===== config.mk =====
export PLATFORM = sky130hd
export DESIGN_NAME = mod_n_down_counter_flat
export DESIGN_NICKNAME = d
export VERILOG_FILES = /design/src/rtl/mod_n_pkg.sv /design/src/rtl/mod_n_down_counter_if.sv /design/src/rtl/mod_n_ctrl_fsm.sv /design/src/rtl/mod_n_down_counter.sv /design/src/flat_wrapper.sv
export SDC_FILE = /design/constraint.sdc
export NUM_CORES = 1
export LEC_CHECK = 0
export BUFFER_PORTS_ARGS = -buffer_cell sky130_fd_sc_hd__buf_2
export CAP_MARGIN = 10
export CORE_AREA = 8 8 45 47
export CTS_CLUSTER_DIAMETER = 120
export DETAILED_ROUTE_END_ITERATION = 10
export DIE_AREA = 0 0 53 55
export SLEW_MARGIN = 5
export SYNTH_ARGS = -nofsm -noshare
export SYNTH_HDL_FRONTEND = slang
export SYNTH_HIERARCHICAL = 1
export SYNTH_SLANG_ARGS = --single-unit
export TNS_END_PERCENT = 100

===== constraint.sdc =====
create_clock -name clk -period 1.76 [get_ports clk]
set_input_delay 0.352 -clock clk [delete_from_list [all_inputs] [get_ports clk]]
set_output_delay 0.352 -clock clk [all_outputs]
set_load 0.05 [all_outputs]

===== src/rtl/mod_n_pkg.sv =====
// Shared definitions for the mod-N down counter.
//   state_t       : control FSM encoding (IDLE / COUNT / PAUSE)
//   width_for()   : smallest counter width able to hold 0..n-1
//   DEFAULT_N / DEFAULT_WIDTH : the standard tick-divider configuration
package mod_n_pkg;

  typedef enum logic [1:0] {
    IDLE  = 2'b00,
    COUNT = 2'b01,
    PAUSE = 2'b10
  } state_t;

  function automatic int width_for(int n);
    return (n <= 2) ? 1 : $clog2(n);
  endfunction

  localparam int DEFAULT_N     = 10;
  localparam int DEFAULT_WIDTH = width_for(DEFAULT_N);

endpackage


===== src/rtl/mod_n_down_counter_if.sv =====
// Control/status bundle of the mod-N down counter.
//   start, stop, en, load, load_val : commands from the controlling block
//   out, tc, busy                   : registered counter status
//   state                           : current FSM state, for observation
// There is no valid/ready pairing here: every command is a level sampled
// on each rising clock edge, and every status output is valid right after
// that edge. The command side never stalls.
interface mod_n_down_counter_if
  import mod_n_pkg::*;
#(
  parameter int WIDTH = 4
) ();

  logic             start;
  logic             stop;
  logic             en;
  logic             load;
  logic [WIDTH-1:0] load_val;
  logic [WIDTH-1:0] out;
  logic             tc;
  logic             busy;
  state_t           state;

  modport master (
    output start, stop, en, load, load_val,
    input  out, tc, busy, state
  );

  modport slave (
    input  start, stop, en, load, load_val,
    output out, tc, busy, state
  );

endinterface


===== src/rtl/mod_n_ctrl_fsm.sv =====
// Start/stop/pause control for the mod-N down counter.
// Ports:
//   clk, rstn        : clock, synchronous active-low reset
//   start, stop, en  : control commands
//   load             : parallel-load strobe (blocks counting this cycle)
//   zero             : counter currently at 0
//   state            : current FSM state
//   busy             : registered, high in COUNT or PAUSE
//   dec              : datapath should count this cycle
//   wrap             : datapath should reload N-1 and pulse tc
// Build option MOD_N_ONESHOT_EN: reaching zero while counting returns the
// FSM to IDLE instead of wrapping around.
module mod_n_ctrl_fsm
  import mod_n_pkg::*;
(
  input  logic   clk,
  input  logic   rstn,
  input  logic   start,
  input  logic   stop,
  input  logic   en,
  input  logic   load,
  input  logic   zero,
  output state_t state,
  output logic   busy,
  output logic   dec,
  output logic   wrap
);

  state_t next_state;

  // Load outranks everything but reset; it still honours a simultaneous
  // stop, but otherwise leaves the state untouched.
  always_comb begin
    next_state = state;
    if (load || stop) begin
      if (stop) next_state = IDLE;
    end else begin
      case (state)
        IDLE:  if (start) next_state = COUNT;
        COUNT: begin
          if (!en) next_state = PAUSE;
`ifdef MOD_N_ONESHOT_EN
          else if (zero) next_state = IDLE;
`endif
        end
        PAUSE: if (en) next_state = COUNT;
        default: next_state = IDLE;
      endcase
    end
  end

  // busy follows the next state so it rises on the edge entering COUNT.
  always_ff @(posedge clk) begin
    if (!rstn) begin
      state <= IDLE;
      busy  <= 1'b0;
    end else begin
      state <= next_state;
      busy  <= (next_state != IDLE);
    end
  end

  assign dec  = (state == COUNT) && en && !load && !stop;
  assign wrap = dec && zero;

endmodule


===== src/rtl/mod_n_down_counter.sv =====
// Programmable modulo-N down counter: counts N-1 down to 0, then reloads
// N-1 with a one-cycle terminal-count pulse. Start/stop/pause control lives
// in mod_n_ctrl_fsm; this module holds the count datapath.
// Parameters: N (modulus, >= 2), WIDTH (2**WIDTH >= N).
// Ports:
//   clk  : clock, rising edge
//   rstn : synchronous active-low reset (out=N-1, tc=0, busy=0, IDLE)
//   bus  : mod_n_down_counter_if.slave (commands in, out/tc/busy/state out)
// Build option MOD_N_ONESHOT_EN: one pass N-1..0, then reload N-1, pulse
// tc and return to IDLE.
module mod_n_down_counter
  import mod_n_pkg::*;
#(
  parameter int N     = DEFAULT_N,
  parameter int WIDTH = DEFAULT_WIDTH
) (
  input logic clk,
  input logic rstn,
  mod_n_down_counter_if.slave bus
);

  localparam logic [WIDTH-1:0] LAST  = WIDTH'(N - 1);
  // One extra bit so the compare still works when N == 2**WIDTH.
  localparam logic [WIDTH:0]   N_EXT = (WIDTH + 1)'(N);

  logic [WIDTH-1:0] out_q;
  logic             tc_q;
  logic [WIDTH-1:0] load_clamped;
  logic             zero;
  logic             dec;
  logic             wrap;
  logic             busy;
  state_t           state;

  assign load_clamped = ({1'b0, bus.load_val} >= N_EXT) ? LAST : bus.load_val;
  assign zero         = (out_q == '0);

  mod_n_ctrl_fsm u_ctrl (
    .clk   (clk),
    .rstn  (rstn),
    .start (bus.start),
    .stop  (bus.stop),
    .en    (bus.en),
    .load  (bus.load),
    .zero  (zero),
    .state (state),
    .busy  (busy),
    .dec   (dec),
    .wrap  (wrap)
  );

  always_ff @(posedge clk) begin
    if (!rstn) begin
      out_q <= LAST;
      tc_q  <= 1'b0;
    end else begin
      tc_q <= 1'b0;
      if (bus.load) begin
        out_q <= load_clamped;
      end else if (wrap) begin
        out_q <= LAST;
        tc_q  <= 1'b1;
      end else if (dec) begin
        out_q <= out_q - 1'b1;
      end
    end
  end

  assign bus.out   = out_q;
  assign bus.tc    = tc_q;
  assign bus.busy  = busy;
  assign bus.state = state;

endmodule


===== src/flat_wrapper.sv =====
// flat-port wrapper written by rule: the top's interface ports become plain ports
module mod_n_down_counter_flat import mod_n_pkg::*;
#(
  parameter int N     = DEFAULT_N,
  parameter int WIDTH = DEFAULT_WIDTH
)
  (clk, rstn, bus_start, bus_stop, bus_en, bus_load, bus_load_val, bus_out, bus_tc, bus_busy, bus_state);
  mod_n_down_counter_if #(.WIDTH(WIDTH)) bus_i ();
  input logic clk;
  input logic rstn;
  input wire logic [$bits(bus_i.start)-1:0] bus_start;
  input wire logic [$bits(bus_i.stop)-1:0] bus_stop;
  input wire logic [$bits(bus_i.en)-1:0] bus_en;
  input wire logic [$bits(bus_i.load)-1:0] bus_load;
  input wire logic [$bits(bus_i.load_val)-1:0] bus_load_val;
  output wire logic [$bits(bus_i.out)-1:0] bus_out;
  output wire logic [$bits(bus_i.tc)-1:0] bus_tc;
  output wire logic [$bits(bus_i.busy)-1:0] bus_busy;
  output wire logic [$bits(bus_i.state)-1:0] bus_state;
  assign bus_i.start = bus_start;
  assign bus_i.stop = bus_stop;
  assign bus_i.en = bus_en;
  assign bus_i.load = bus_load;
  assign bus_i.load_val = bus_load_val;
  assign bus_out = bus_i.out;
  assign bus_tc = bus_i.tc;
  assign bus_busy = bus_i.busy;
  assign bus_state = bus_i.state;
  mod_n_down_counter #(.N(N), .WIDTH(WIDTH)) u_core (.clk(clk), .rstn(rstn), .bus(bus_i));
endmodule

Yosys cells after proc, flatten, opt, wreduce, memory -nomap -nowiden
Cells that the tools add are included.
{"block": "classes", "mux": 11, "reduce_logical": 12, "add_sub_neg": 1, "order_cmp": 1, "bitwise": 1, "eq_ne": 2}
{"cell": "2-to-1 mux 4 bit", "count": 4}
{"cell": "2-to-1 mux 2 bit", "count": 5}
{"cell": "case mux 2 bit (3 select lines)", "count": 1}
{"cell": ">= comparator 4 bit, second input constant", "count": 1}
{"cell": "logical AND 1 bit", "count": 4}
{"cell": "logical NOT 4 bit", "count": 1}
{"cell": "subtractor 4 x 1 -> 4 bit, second input constant", "count": 1}
{"cell": "nonzero test 3 bit", "count": 1}
{"cell": "== test 2 x 1 -> 1 bit, second input constant", "count": 1}
{"cell": "== test 2 bit, second input constant", "count": 1}
{"cell": "logical NOT 1 bit", "count": 2}
{"cell": "logical NOT 2 bit", "count": 1}
{"cell": "nonzero test 2 bit", "count": 1}
{"cell": "OR reduction 2 bit", "count": 1}
{"cell": "logical OR 1 bit", "count": 1}
{"cell": "2-to-1 mux 1 bit", "count": 1}
{"cell": "NOT 1 bit", "count": 1}
{"block": "totals", "reg_bits": 8, "inputBits": 10, "word_cells": 32}

Longest topological paths before layout
Gate-level depths: netlist (run 1).
{"block": "depth", "ltp_word": 7, "mapped_depth": 7, "ltp_nobuf": 7}

Modules after synthesis
The synthesis (run 1) kept the hierarchy.
{"module": "mod_n_down_counter", "cells_per_inst": 34, "area_per_inst_um2": 304.0, "seq_area_each_um2": 100.1, "n_inst": 1}
{"module": "mod_n_ctrl_fsm", "cells_per_inst": 22, "area_per_inst_um2": 191.4, "seq_area_each_um2": 60.1, "n_inst": 1}

Worst setup path before layout (run 1)
No wires, ideal clock.
{"block": "synth_path", "kind": "register to register", "start": "register u_core.out_q[0] (netlist: u_core/bus.out[0])", "end": "register u_core.out_q[0] (netlist: u_core/bus.out[0])", "t_arrival_ns": 1.734, "required_time_ns": 1.638, "period_less_slack_ns": 1.856, "setup_slack_ns": -0.096, "stages_incl_launch_ff": 8, "setup_time_ns": 0.122, "path_buffers": 0, "path_cell_list": "dfxtp_1 > inv_1 > ha_1 > nor3b_1 > and2_1 > nor2_1 > a32o_1 > nand3_1"}
{"block": "synth_between", "elab_chain_len": 4, "elab_cells_between_ends": 7, "cone_classes": "add/sub: 1; mux: 3; reduce/logical: 3"}
{"element": "start, declared", "line": "mod_n_down_counter.sv:26", "rtl": "logic [WIDTH-1:0] out_q;"}
{"element": "start signal, assigned", "line": "mod_n_down_counter.sv:59", "rtl": "out_q <= load_clamped;"}
{"element": "start signal, assigned", "line": "mod_n_down_counter.sv:64", "rtl": "out_q <= out_q - 1'b1;"}
{"element": "logical NOT 4 bit (*)", "line": "mod_n_down_counter.sv:36", "rtl": "assign zero = (out_q == '0);"}
{"element": "named net u_core.zero", "line": "mod_n_down_counter.sv:29", "rtl": "logic zero;"}
{"element": "logical AND 1 bit (*)", "line": "mod_n_ctrl_fsm.sv:64", "rtl": "assign wrap = dec && zero;"}
{"element": "named net u_core.wrap", "line": "mod_n_down_counter.sv:31", "rtl": "logic wrap;"}
{"element": "2-to-1 mux 4 bit", "line": "mod_n_down_counter.sv:60", "rtl": "end else if (wrap) begin"}
{"element": "2-to-1 mux 4 bit", "line": "mod_n_down_counter.sv:58", "rtl": "if (bus.load) begin"}
The timed path passes the listed nets; every way through them passes the cells marked *. The select of a mux whose other input is x is not followed.
A chain may end at the register's enable or synchronous reset.

Worst setup path after layout (run 1)
Same ends and word-level chain as after synthesis.

==> flow_summary_export.csv, run 1 <==
group,metric,value,unit
outcome,status,"completed",
floorplan,core,1384,sq um
detailed_routing,dr.pass1.iters,4,
timing,clock.fmax,657.0,MHz
timing,fin_crit,1522,ps
flow_run,maxCapViolCount,0,
timing,skew,0.7254,ps
clocking,clkLatencyLatePin,250,ps
worst_hold_path,hold_path_class,"input pin to flop",
critical_path,r2r-start,"u_core/bus.out[0]",
global_routing,grt_pass1_wl,1904,um
floorplan,rows,14,
yosys,synth_edf_count,0,
yosys,synthCells,56,
placed_design,post-dp-hpwl,911,um
yosys,synth_cell_types,31,
clocking,cts_setup_buffers,0,
worst_hold_path,hold-path-cell-count,2,
yosys,synth_seq_area_share,32.32,%
floorplan,fp.dieW,53,um
clocking,cts_sinks,8,
clocking,cts_resized,0,
worst_hold_path,hold-path-endpoint,"u_core/bus.out[0]",
detailed_routing,antenna_left,0,
timing,hold_viol_final,0,
timing,tns,0,ps
placed_design,globalplace.congestion,0.7725,
timing,tightest_slew,336.1,ps
timing,worst_hold_slack,341.5,ps
yosys,syn_nets,68,
clocking,ctsLongestPathBuffers,2,
timing,rsz0062_at_grt,"false",
timing,slew_viol_final,0,
floorplan,io_pins,18,
critical_path,rr_worst_depth,7,
critical_path,rr_endpoint,"u_core/bus.out[0]",
clocking,clk_pin_slew,60,ps
critical_path,worst_setup_path_start_kind,"flop",
global_routing,grt_pass1_vias,434,
critical_path,regToRegSetupSlack,240,ps
yosys,ys_ff_latch,8,
global_routing,grt_max_degree,12,
floorplan,die_area,2915,sq um
yosys,netlist_area,495.5,sq um
detailed_routing,dr_total_vias,468,
critical_path,end_kind,"flop",
final_layout,fill_cells,144,
power_and_ir_drop,vdd_drop_max,0.2632,mV
yosys,ys.warnings.count,6,
yosys,synth-main-ff-cell,"dfxtp_1",
final_layout,diodes,0,
placed_design,port_buffers,17,
worst_hold_path,hp-start,"rstn",
timing,min_period_over_period,86.48,%
clocking,cts-root-buf,"clkbuf_4",
clocking,numCtsBuffers,3,
final_layout,layout-drive-gt1-share,36.00,%
yosys,synthArstFlopShare,0,%
global_routing,grt-ovfl-total,0,
global_routing,grt_usage,8.917,%
detailed_routing,routed_via_density,5.143,
final_layout,final_nets,89,
detailed_routing,drc_errors,0,
final_layout,syn2layout_area_growth,25.51,%
clocking,h-tree-depth,1,
detailed_routing,drt_iter0_drc,14,
power_and_ir_drop,leakage,0.2537,nW
detailed_routing,wl_per_cell,12.52,um
global_routing,antenna_found_initial,0,
clocking,hold_buffers,0,
detailed_routing,routed_wl,1139,um
floorplan,start_util,35.80,%
floorplan,die_h,55,um
yosys,avgSynthCellArea,8.848,sq um
timing,slew_headroom,77.56,%
critical_path,cp.arrival,1660,ps
power_and_ir_drop,power_density,680.2,nW/um^2
critical_path,worstPathRequired,1900,ps
critical_path,path_max_fanout,5,
clocking,cts_tree,"done",
timing,setup_viol,0,
critical_path,worstSetupPathType,"flop to flop",
## Yosys cell counts (2+ instances only)
| library cell | count | area (sq um) |
|---|---|---|
| a21oi_1 | 2 | 10.01 |
| inv_1 | 5 | 18.77 |
| nor3b_1 | 2 | 15.01 |
| nand2b_1 | 3 | 18.77 |
| nand3b_1 | 2 | 15.01 |
| nand2_1 | 5 | 18.77 |
| nor2_1 | 5 | 18.77 |
| ha_1 | 2 | 25.02 |
| dfxtp_1 | 8 | 160.2 |
## worst max-delay path by stage
stage | depth (start not counted) | startpoint | slack (ps) | to
finish | 7 | u_core/bus.out[0] | 240 | u_core/bus.out[0]
global placement | 6 | bus_load | 240 | u_core/bus.out[0]
floorplan | 6 | u_core/u_ctrl/state[1] | 50 | u_core/bus.out[0]
detailed placement | 6 | bus_load | 210 | u_core/bus.out[0]
global route | 7 | u_core/bus.out[0] | 110 | u_core/bus.out[0]
CTS | 7 | u_core/bus.out[0] | 240 | u_core/bus.out[0]
## layout make-up
| class | instances | area [sq um] | area share, % |
|---|---|---|---|
| multi-input combinational | 41 | 304.0 | 48.89 |
| tap | 16 | 20.02 | 3.219 |
| inverter | 5 | 18.77 | 3.018 |
| sequential | 8 | 163.9 | 26.36 |
| clock buffer | 3 | 22.52 | 3.622 |
| timing repair buffer | 18 | 92.59 | 14.89 |
## logic make-up after synthesis
kind of cell | after synthesis | share of synthesized area (%)
buffers and inverters | 7 | 6.313
xor gates and xnor gates | 1 | 1.768
and+or+nand+nor | 25 | 35.61
DFF | 8 | 32.32
AOI/OAI and AO/OA | 13 | 18.94
adders and majority gates | 2 | 5.050
## worst max-delay path, stage by stage (launching register included)
cell and delay [ps]:
dfxtp_2 370, inv_1 70, ha_1 190, nor3b_1 130, and2_1 180, nor2_1 240, a32o_1 160, nand3_1 70
## through the flow
step / utilization, % / cell area [sq um] / worst slack (ps) / std cells / total power [W]
after detailed placement: 43.31 / 599.3 / 212.0 / 88 / 0.0002807
after CTS: 44.94 / 621.8 / 238.4 / 91 / 0.0004295
final: 44.94 / 621.8 / 238.0 / 91 / 0.0004230
after global routing: 44.94 / 621.8 / 108.6 / 91 / 0.0004519
after floorplan: - / 499.2 / 52.71 / 56 / 0.0002511
after global placement: 43.31 / 599.3 / 240.4 / 88 / 0.0002805
## placed cells by master, fill, tap and decap left out, types with 2 or more instances in the layout
| cell | Yosys | final |
|---|---|---|
| a21oi_1 | 2 | 2 |
| buf_2 | 0 | 17 |
| clkbuf_4 | 0 | 3 |
| dfxtp_1 | 8 | 5 |
| dfxtp_2 | 0 | 3 |
| ha_1 | 2 | 2 |
| inv_1 | 5 | 5 |
| nand2_1 | 5 | 5 |
| nand2b_1 | 3 | 3 |
| nand3b_1 | 2 | 2 |
| nor2_1 | 5 | 5 |
| nor3b_1 | 2 | 2 |
## flip-flops by register name, summed over array words and instances, names as in the netlist
| register | count |
|---|---|
| u_core/bus.tc | 1 |
| u_core/u_ctrl/state | 2 |
| u_core/bus.out | 4 |
| u_core/u_ctrl/busy | 1 |
## report_power, final
part | internal (W) | total [W] | switching, W
clock | 0.0000785 | 0.000147 | 0.0000681
combinational | 0.0000283 | 0.0000794 | 0.0000511
sequential | 0.000188 | 0.000197 | 0.00000872
## per-layer routing
| layer | track usage (%) | share of wire [%] | up-vias |
|---|---|---|---|
| li1 | - | - | 242 |
| met1 | 10.37 | 45 | 214 |
| met2 | 13.09 | 49 | 10 |
| met3 | 2.674 | 5.5 | 2 |
| met4 | 7.759 | 0.70 | 0 |
| met5 | 0 | 0 | - |
(Power assumes the default switching activity.)
==> run 2: changes to the inputs <==
BUFFER_PORTS_ARGS = default   (was -buffer_cell sky130_fd_sc_hd__buf_2)
CELL_PAD_IN_SITES_DETAIL_PLACEMENT = 2   (was default)
CELL_PAD_IN_SITES_GLOBAL_PLACEMENT = 2   (was default)
CORE_AREA = default   (was 8 8 45 47)
CORE_MARGIN = 8   (was default)
CORE_UTILIZATION = 32   (was default)
DIE_AREA = default   (was 0 0 53 55)
DONT_BUFFER_PORTS = 1   (was default)
PLACE_DENSITY = 0.81   (was default)
==> flow_summary_export.csv, run 2 (same netlist as run 1, synthesis figures left out) <==
group,metric,value,unit
outcome,status,"completed",
critical_path,end_kind,"flop",
flow_run,maxCapViolCount,0,
floorplan,core,1471,sq um
power_and_ir_drop,total_power,0.0004140,W
detailed_routing,dr.pass1.iters,4,
timing,hold_viol_final,0,
worst_hold_path,hold_path_class,"input pin to flop",
timing,tightest_slew,480.7,ps
critical_path,cp.arrival,1690,ps
final_layout,fill_cells,172,
global_routing,grt-ovfl-total,0,
detailed_routing,drc_errors,0,
final_layout,final_common_cell,"buf_4",
critical_path,rr_endpoint,"u_core/bus.out[0]",
critical_path,worst_setup_path_start_kind,"flop",
detailed_routing,drt_iter0_drc,3,
detailed_routing,routed_wl,1474,um
critical_path,startpoint,"u_core/bus.out[0]",
critical_path,worstPathRequired,1900,ps
final_layout,layout-drive-gt1-share,25.00,%
timing,tns,0,ps
critical_path,worstSetupPathType,"flop to flop",
detailed_routing,wl_per_cell,18.43,um
final_layout,final-seq-area,163.9,sq um
timing,skew,7.070,ps
clocking,cts_sinks,8,
placed_design,globalplace.congestion,0.7427,
floorplan,die_area,3064,sq um
timing,setup_viol,0,
final_layout,stdcell_count,80,
clocking,ctsLongestPathBuffers,2,
global_routing,grt_usage,10.30,%
timing,slew_viol_final,0,
final_layout,syn2layout_area_growth,17.42,%
worst_hold_path,hold-path-endpoint,"u_core/bus.out[0]",
timing,min_period_over_period,87.86,%
power_and_ir_drop,power_density,711.6,nW/um^2
global_routing,antenna_found_initial,0,
global_routing,grt_pass1_vias,520,
critical_path,r2r-start,"u_core/bus.out[0]",
floorplan,rows,14,
placed_design,postPlaceCellArea,559.3,sq um
final_layout,final_cell_area,581.8,sq um
timing,clock.fmax,646.7,MHz
clocking,hold_buffers,0,
final_layout,diodes,0,
detailed_routing,routed_via_density,5.700,
floorplan,io_pins,18,
timing,slew_headroom,67.91,%
critical_path,critPathMaxStageDelay,330,ps
detailed_routing,dr_total_vias,456,
clocking,numCtsBuffers,3,
clocking,cts_resized,0,
power_and_ir_drop,leakage,0.2103,nW
critical_path,rr_worst_depth,7,
global_routing,grt_pass1_wl,2525,um
floorplan,fp.dieW,55.35,um
clocking,h-tree-depth,1,
final_layout,layout_common_cells,"7 x buf_4, 5 x inv_1, 5 x nand2_1, 5 x nor2_1, 5 x dfxtp_1",
floorplan,die_h,55.35,um
final_layout,final_nets,78,
critical_path,regToRegSetupSlack,210,ps
placed_design,dp_cells,77,
detailed_routing,antenna_left,0,
global_routing,grt_max_degree,12,
placed_design,port_buffers,0,
critical_path,worstPathCellList,"inv_1, ha_1, nor3b_1, and2_1, nor2_1, a32o_1, nand3_1",
placed_design,post-dp-hpwl,1206,um
clocking,cts_setup_buffers,0,
floorplan,start_util,33.67,%
timing,fin_crit,1546,ps
clocking,cts-root-buf,"clkbuf_4",
clocking,clkLatencyLatePin,260,ps
timing,rsz0062_at_grt,"false",
worst_hold_path,hp-start,"rstn",
clocking,clk_pin_slew,70,ps
final_layout,multi_input_area,304.0,sq um
power_and_ir_drop,vdd_drop_max,0.2633,mV
worst_hold_path,hold-path-cell-count,1,
critical_path,cp_slowest_cell,"dfxtp_2",
critical_path,path_max_fanout,4,
final_layout,largest_reg_flops,4,
clocking,cts_tree,"done",
-- run 2: cell types whose count changed in the layout (fill, tap and decap cells not counted), sizes merged --
cell	change
buf	-11
-- run 2: area by class of cell --
cell class | instances | area share (%)
clock buffers | 3 | 3.871
inverters | 5 | 3.226
repair buffers | 7 | 9.032
well taps | 16 | 3.441
multi-input cells | 41 | 52.26
flip-flops and latches | 8 | 28.17
-- run 2: per-layer routing --
metal	part of all wire, %	track usage [%]
met4	1.8	8.451
met1	39	10.10
met5	0	0
met2	54	17.31
met3	5.0	3.196
-- run 2: power by group --
group	leakage [nW]	switching (W)	internal, W
sequential	0.0659	0.00000743	0.000188
clock	0.0138	0.0000719	0.0000786
combinational	0.131	0.0000436	0.0000244
total	0.210	0.000123	0.000291
-- run 2: worst max-delay path by stage --
stage	cells past startpoint	slack (ps)	endpoint
finish	7	210	u_core/bus.out[0]
global route	7	120	u_core/bus.out[0]
CTS	7	220	u_core/bus.out[0]
global placement	7	330	u_core/bus.out[1]
floorplan	6	50	u_core/bus.out[0]
detailed placement	7	240	u_core/bus.out[0]
-- run 2: worst max-delay path: cells and delay by family (launching register included) --
kind | cells | cell delay, ps
compound gates | 1 | 180
fa+ha+maj | 1 | 190
buf+inv | 1 | 60
flops | 1 | 330
simple gates | 4 | 670
-- run 2: through the flow --
step	hold WS (ps)	setup WS [ps]	util (%)
global placement	425.6	331.6	38.01
detailed placement	445.2	242.4	38.01
finish	173.5	213.6	39.54
floorplan	423.8	52.71	-
global route	157.3	123.5	39.54
CTS	169.1	219.3	39.54
